**config.mk**
```make
export PLATFORM = sky130hd
export DESIGN_NAME = bcd_updown_ctr
export DESIGN_NICKNAME = d
export VERILOG_FILES = /design/src/rtl/bcd_updown_ctr.sv
export SDC_FILE = /design/constraint.sdc
export NUM_CORES = 1
export LEC_CHECK = 0
export ABC_AREA = 0
export BUFFER_PORTS_ARGS = -buffer_cell sky130_fd_sc_hd__buf_2
export CAP_MARGIN = 20
export CORE_AREA = 2 2 84 86
export CTS_CLUSTER_SIZE = 12
export DETAILED_ROUTE_END_ITERATION = 7
export DIE_AREA = 0 0 86 88
export PLACE_DENSITY = 0.66
export SLEW_MARGIN = 20
export SYNTH_ARGS = -nofsm -noshare
export SYNTH_HDL_FRONTEND = slang
export SYNTH_SLANG_ARGS = --single-unit
export TNS_END_PERCENT = 30
```
**constraint.sdc**
```tcl
create_clock -name clk -period 6.5 [get_ports clk]
set_input_delay 0.325 -clock clk [delete_from_list [all_inputs] [get_ports clk]]
set_output_delay 0.325 -clock clk [all_outputs]
set_load 0.005 [all_outputs]
```
**src/rtl/bcd_updown_ctr.sv**
```systemverilog
// Up/down BCD counter driven by button-controller commands: manual stepping in SET,
// prescaled auto-count in RUN, frozen in PAUSE. Optional macro BCD_UPDOWN_CTR_SATURATE_EN.
module bcd_updown_ctr #(
    parameter int unsigned TICK_DIV = 50000000,
    parameter int unsigned DIGITS   = 4
) (
    input  logic                  clk,
    input  logic                  rst_n,
    input  logic [1:0]            stat,
    input  logic                  inc,
    input  logic                  dec,
    output logic [4*DIGITS-1:0]   bcd,
    output logic                  dir,
    output logic                  running,
    output logic                  wrap
);

    localparam int unsigned BW = 4 * DIGITS;
    localparam int unsigned PW = $clog2(TICK_DIV);
    localparam logic [PW-1:0] PRE_LAST = PW'(TICK_DIV - 1);

    typedef enum logic [1:0] {
        MODE_SET   = 2'd0,
        MODE_RUN   = 2'd1,
        MODE_PAUSE = 2'd2,
        MODE_HOLD  = 2'd3
    } mode_e;

    mode_e          mode;
    logic [BW-1:0]  bcd_q, bcd_d;
    logic           dir_q, dir_d;
    logic           running_q, running_d;
    logic           wrap_q, wrap_d;
    logic [PW-1:0]  presc_q, presc_d;

    logic [BW-1:0]  up_val, dn_val;
    logic           up_wrap, dn_wrap;
    logic           up_carry, dn_borrow;
    logic [PW-1:0]  presc_eff;
    logic           do_up, do_dn;

    assign mode = mode_e'(stat);

    // Ripple BCD increment/decrement of the current value.
    always_comb begin
        up_val    = bcd_q;
        dn_val    = bcd_q;
        up_carry  = 1'b1;
        dn_borrow = 1'b1;
        for (int i = 0; i < int'(DIGITS); i++) begin
            if (up_carry) begin
                if (bcd_q[4*i +: 4] == 4'd9) begin
                    up_val[4*i +: 4] = 4'd0;
                end else begin
                    up_val[4*i +: 4] = bcd_q[4*i +: 4] + 4'd1;
                    up_carry         = 1'b0;
                end
            end
            if (dn_borrow) begin
                if (bcd_q[4*i +: 4] == 4'd0) begin
                    dn_val[4*i +: 4] = 4'd9;
                end else begin
                    dn_val[4*i +: 4] = bcd_q[4*i +: 4] - 4'd1;
                    dn_borrow        = 1'b0;
                end
            end
        end
`ifdef BCD_UPDOWN_CTR_SATURATE_EN
        if (up_carry) up_val = bcd_q;
        if (dn_borrow) dn_val = bcd_q;
        up_wrap = 1'b0;
        dn_wrap = 1'b0;
`else
        up_wrap = up_carry;
        dn_wrap = dn_borrow;
`endif
    end

    // Mode handling; RUN entry (previous mode not RUN) counts from a cleared prescaler.
    always_comb begin
        bcd_d     = bcd_q;
        dir_d     = dir_q;
        presc_d   = presc_q;
        wrap_d    = 1'b0;
        running_d = (mode == MODE_RUN);
        do_up     = 1'b0;
        do_dn     = 1'b0;
        presc_eff = running_q ? presc_q : '0;
        case (mode)
            MODE_SET: begin
                presc_d = '0;
                if (inc && !dec) begin
                    do_up = 1'b1;
                    dir_d = 1'b1;
                end else if (dec && !inc) begin
                    do_dn = 1'b1;
                    dir_d = 1'b0;
                end
            end
            MODE_RUN: begin
                if (presc_eff == PRE_LAST) begin
                    presc_d = '0;
                    do_up   = dir_q;
                    do_dn   = !dir_q;
                end else begin
                    presc_d = presc_eff + PW'(1);
                end
                if (inc && !dec) begin
                    dir_d = 1'b1;
                end else if (dec && !inc) begin
                    dir_d = 1'b0;
                end
            end
            default: ;
        endcase
        if (do_up) begin
            bcd_d  = up_val;
            wrap_d = up_wrap;
        end else if (do_dn) begin
            bcd_d  = dn_val;
            wrap_d = dn_wrap;
        end
    end

    always_ff @(posedge clk or negedge rst_n) begin
        if (!rst_n) begin
            bcd_q     <= '0;
            dir_q     <= 1'b1;
            running_q <= 1'b0;
            wrap_q    <= 1'b0;
            presc_q   <= '0;
        end else begin
            bcd_q     <= bcd_d;
            dir_q     <= dir_d;
            running_q <= running_d;
            wrap_q    <= wrap_d;
            presc_q   <= presc_d;
        end
    end

    assign bcd     = bcd_q;
    assign dir     = dir_q;
    assign running = running_q;
    assign wrap    = wrap_q;

endmodule

```
* Word-level counts from Yosys, hierarchy flattened *
Cells that the tools add are included.

cells by class
  add/sub/neg operators = 9
  equality and inequality tests = 9
  multiplexer cells = 44
  reduce and logical (&&, ||, !) cells = 21

operators by type and width
  kind                     count
  $mux W4                  14
  $mux W26                 2
  $pmux W26 S2             1
  $mux W16                 2
  $add A26 B1 Y26 const B  1
  $eq A26 B26 Y1 const B   1
  $mux W1                  23
  $add A4 B1 Y4 const B    4
  $eq A4 B4 Y1 const B     4
  $logic_not A4 Y1         4
  $sub A4 B1 Y4 const B    4
  $reduce_bool A2 Y1       6
  $reduce_and A3 Y1        3
  $ne A2 B1 Y1 const B     3
  $pmux W1 S2              2
  $logic_not A1 Y1         3
  $eq A2 B1 Y1 const B     1
  $logic_and A1 B1 Y1      2
  $logic_not A2 Y1         1
  $reduce_and A2 Y1        1
  $reduce_or A2 Y1         1

storage, ports and cells
  flip-flop bits (word level) = 45
  input port bits = 6
  output and inout bits = 19
  logic and storage cells = 91

* Depth between registers and ports, before layout *
  depth after elaboration = 7
  mapped depth = 12
  mapped depth without buffers = 8

* Worst setup path before layout *
No wires, ideal clock.

  path type = reg-to-reg
  from = register running_q, in the netlist running
  to = register bcd_q[10], in the netlist bcd[10]
  library setup time = 0.126 ns
  data arrival time = 3.174 ns
  data required time = 6.374 ns
  path slack = 3.200 ns
  stages on the path, launching flop included = 12
  buffers on the path = 3
  period minus slack after synthesis = 3.300 ns
  path through = dfrtp_1 buf_4 clkbuf_1 clkbuf_1 and2_1 ha_1 nand4_2 or4_4 nor4b_4 o21a_1 o22ai_1 a221o_1

on the way
  cells in the longest elaborated chain, start to end = 6
  elaborated cells between the ends (all ways) = 11
  those cells by class = eq/ne: 2; mux: 6; reduce/logical: 3

RTL lines
  what                                                                 line  source
  start, declared                                                      32    logic running_q, running_d;
  start signal, assigned                                               135   running_q <= running_d;
  $mux W26 *                                                           88    presc_eff = running_q ? presc_q : '0;
  $eq A26 B26 Y1 *                                                     101   if (presc_eff == PRE_LAST) begin
  $mux W1                                                              101
  $pmux W1 S2                                                          89    case (mode)
  $ne A2 B1 Y1 (no source line) or $reduce_bool A2 Y1 (tied branches)  n/a
  $reduce_and A3 Y1 (no source line)                                   n/a
  end signal, assigned                                                 127   bcd_q <= '0;
  end signal, assigned                                                 133   bcd_q <= bcd_d;
  end, declared                                                        30    logic [BW-1:0] bcd_q, bcd_d;

Mark *: on every way between the ends. The rest lies on a longest branch, timed or not.
A chain may end at the register's enable or synchronous reset.

* Final worst setup path *
  from = register running_q, in the netlist running
  to = register bcd_q[5], in the netlist bcd[5]

The elaborated chain is that of the path after synthesis.

==> reports/results.txt <==
post-layout min period: 3.162 ns
utilization after layout: 51.47%
setup repair after global routing missed its margin: false
final setup TNS: 0 ns
sequential share of the synthesized area: 35.11%
cells after synthesis: 391
DIE AREA: 7568 sq um
PD cells: 200.3 nW/um^2
ANT cells: 0
Setup-failing EPs final: 0
layout cells sized above 1: 13.00%
critical path buffer and inverter count: 1
total gr overflow: 0
total number of H-tree levels: 2
clock tree from TritonCTS: done
Post-Route Skew: 0.007771 ns
Slew HR: 47.47%
worst-skew pair later-pin latency: 0.30 ns
category of the worst setup path capture point: flop
violation count after the first detailed-route iteration: 177
post-synthesis async set-or-reset flop share: 100.0%
leak pwr: 0.001446 uW
share of Yosys cell area claimed by the top area cell type: 34.29%
Most Frequent Cell on Critical Path: sky130_fd_sc_hd__nand4_2
pin slew with the least headroom to its limit: 0.7807 ns
cells taking the most area after synthesis: sky130_fd_sc_hd__dfrtp_1 (34%), sky130_fd_sc_hd__nand2_1 (5.1%), sky130_fd_sc_hd__nor2_1 (3.7%)
critical path cell sequence: buf_4 -> and2_1 -> ha_1 -> nand4_2 -> nor4_2 -> nand4_2 -> nand2_1 -> mux2_1 -> o31ai_1
most instantiated cells after synthesis: sky130_fd_sc_hd__dfrtp_1 (44), sky130_fd_sc_hd__nand2_1 (44), sky130_fd_sc_hd__nor2_1 (32)
DPL Wire Length: 5.257 mm
number of antenna violations at the first check in global routing: 0
residual DRC count: 0
period utilisation layout: 48.64%
largest stage delay on the critical path: 0.46 ns
number of buffers on the longest clock path: 2
final wirelength: 7.728 mm
Synth cell types: 76
die boundary width: 86 microns
via total after detailed routing: 3050
Setup Fix Bufs, Post-CTS: 0
Clk Tree Root Cell: sky130_fd_sc_hd__clkbuf_8
Initial Util: 48.32%
total number of yosys warnings: 0
largest vdd supply drop: 0.07700 mV
pin count of the biggest net entering global routing: 46
kind of critical path: flop to flop
count of hold-fix buffers inserted at cts: 0
placement row count: 30
register-to-register path setup slack: 3.34 ns
synthesized flop and latch total: 45
data required time of the worst path: 6.72 ns
DIE HEIGHT: 88 microns
Final nets: 408
number of flops mapped to enable cells by yosys: 0
P&R area growth vs syn: 6.508%
Crit path max-delay family: simple AND/OR/NAND/NOR gates
most used flip-flop cell after synthesis: sky130_fd_sc_hd__dfrtp_1
logic depth of the worst setup path including buffers: 9
core footprint: 6644 sq um
number of buffers added on ports: 24
vias in the first global route: 2827
final-report max-slew violation count: 0
clock-pin slew on the worst setup and hold paths: 0.09 ns
reg2reg path depth: 9
Crit Path Max Fanout: 28
critical path arrival: 3.38 ns
post-synth top area cell: sky130_fd_sc_hd__dfrtp_1
number of buffers inserted during clock tree synthesis: 5
I/O pin total: 25
HP Class: primary input to async pin
global-route wire length before repair: 13.30 mm
TritonCTS Sinks: 45
Post-Syn Area: 3211 sq um
number of violations of the max-capacitance limit: 0
mean instance size in the synthesized netlist: 8.211 sq um
# resized after CTS: 0
status: finished clean
Post-Synthesis Net Count: 400
combined global-route utilization of all metal layers: 21.62%
routed wirelength normalized by instance count: 16.10 microns
startpoint type of the worst setup path: flop
detailed-router iteration count before antenna repair: 5
cell with the largest stage delay on the worst path: sky130_fd_sc_hd__nand4_2
Final Wtd Congestion: 0.8828
final antenna-violating net count: 0
vias per std cell: 6.354
total count of hold-check failures in the final report: 0
maximum clock rate: 316.3 MHz
metal layers:
| metal | track usage [%] | vias up | part of all wire, % |
|---|---|---|---|
| met5 | 0 | - | 0 |
| met4 | 8.225 | 0 | 2.2 |
| met3 | 2.922 | 20 | 5.4 |
| met2 | 35.45 | 112 | 48 |
| met1 | 29.20 | 1448 | 44 |
| li1 | - | 1470 | - |
placed cells by master, fill, tap and decap left out, drive strengths merged, types with 4 or more instances in the layout:
| cell type | n |
|---|---|
| xor2 | 4 |
| o21a | 4 |
| nor4 | 10 |
| and2 | 11 |
| nor2b | 5 |
| inv | 16 |
| o21ai | 40 |
| a211oi | 5 |
| dfrtp | 44 |
| or3 | 4 |
| o31ai | 9 |
| and3 | 6 |
| nand3 | 17 |
| nand4 | 14 |
| nand2 | 44 |
| xnor2 | 4 |
| nor2 | 33 |
| a31oi | 6 |
| a21oi | 16 |
| o311ai | 4 |
| clkbuf | 6 |
| nor3 | 13 |
| buf | 27 |
state kept, by name, indices dropped and copies added, names as in the netlist:
signal   flops
presc_q     26
running      1
dir          1
bcd         16
wrap         1
where the power goes:
part / switching (uW) / leakage (uW) / internal (uW)
Sequential: 53.2 / 0.000594 / 305
Combinational: 84.6 / 0.000807 / 70.9
Clock: 96.9 / 0.0000450 / 74.7
path summary, 6_finish.rpt:
kind / endpoint / start
setup / recovery: bcd[5] / running
hold / removal: bcd[5] / rst_n
setup reg to reg: bcd[5] / running
hold reg to reg: presc_q[6] / presc_q[6]
max in group asynchronous: presc_q[8] / rst_n
min in group clk: bcd[0] / stat[0]
kinds of logic (layout without fill, tap and decap cells):
logic type / Yosys count / after routing / share of synthesized area, %
mux: 5 / 5 / 2.065
xor+xnor: 8 / 8 / 2.182
fa+ha+maj: 3 / 3 / 1.169
buf+inv: 43 / 52 / 5.806
flops: 45 / 45 / 35.11
simple gates: 171 / 171 / 28.96
compound gates: 116 / 116 / 24.71
final cells by class:
class	count	area (sq um)
Clock inverter	2	10.01
Inverter	17	63.81
Multi-Input combinational cell	303	1897
Sequential cell	45	1127
Tap cell	80	100.1
Timing Repair Buffer	27	148.9
Clock buffer	6	72.57
Fill cell	641	3224
through the flow:
| stage | std cells | total power (uW) | setup slack (ns) | cell area [sq um] | hold slack, ns |
|---|---|---|---|---|---|
| 5_1_grt | 480 | 731.8 | 2.981 | 3420 | 0.06060 |
| 3_5_place_dp | 471 | 516.6 | 3.168 | 3323 | 0.4693 |
| 4_1_cts | 479 | 692.0 | 3.156 | 3406 | 0.2399 |
| 6_report | 480 | 684.9 | 3.338 | 3420 | 0.01792 |
| 3_3_place_gp | 471 | 515.5 | 3.278 | 3323 | 0.4644 |
| 2_1_floorplan | 391 | 460.4 | 3.200 | 3211 | 0.02941 |
(Power assumes the default switching activity.)
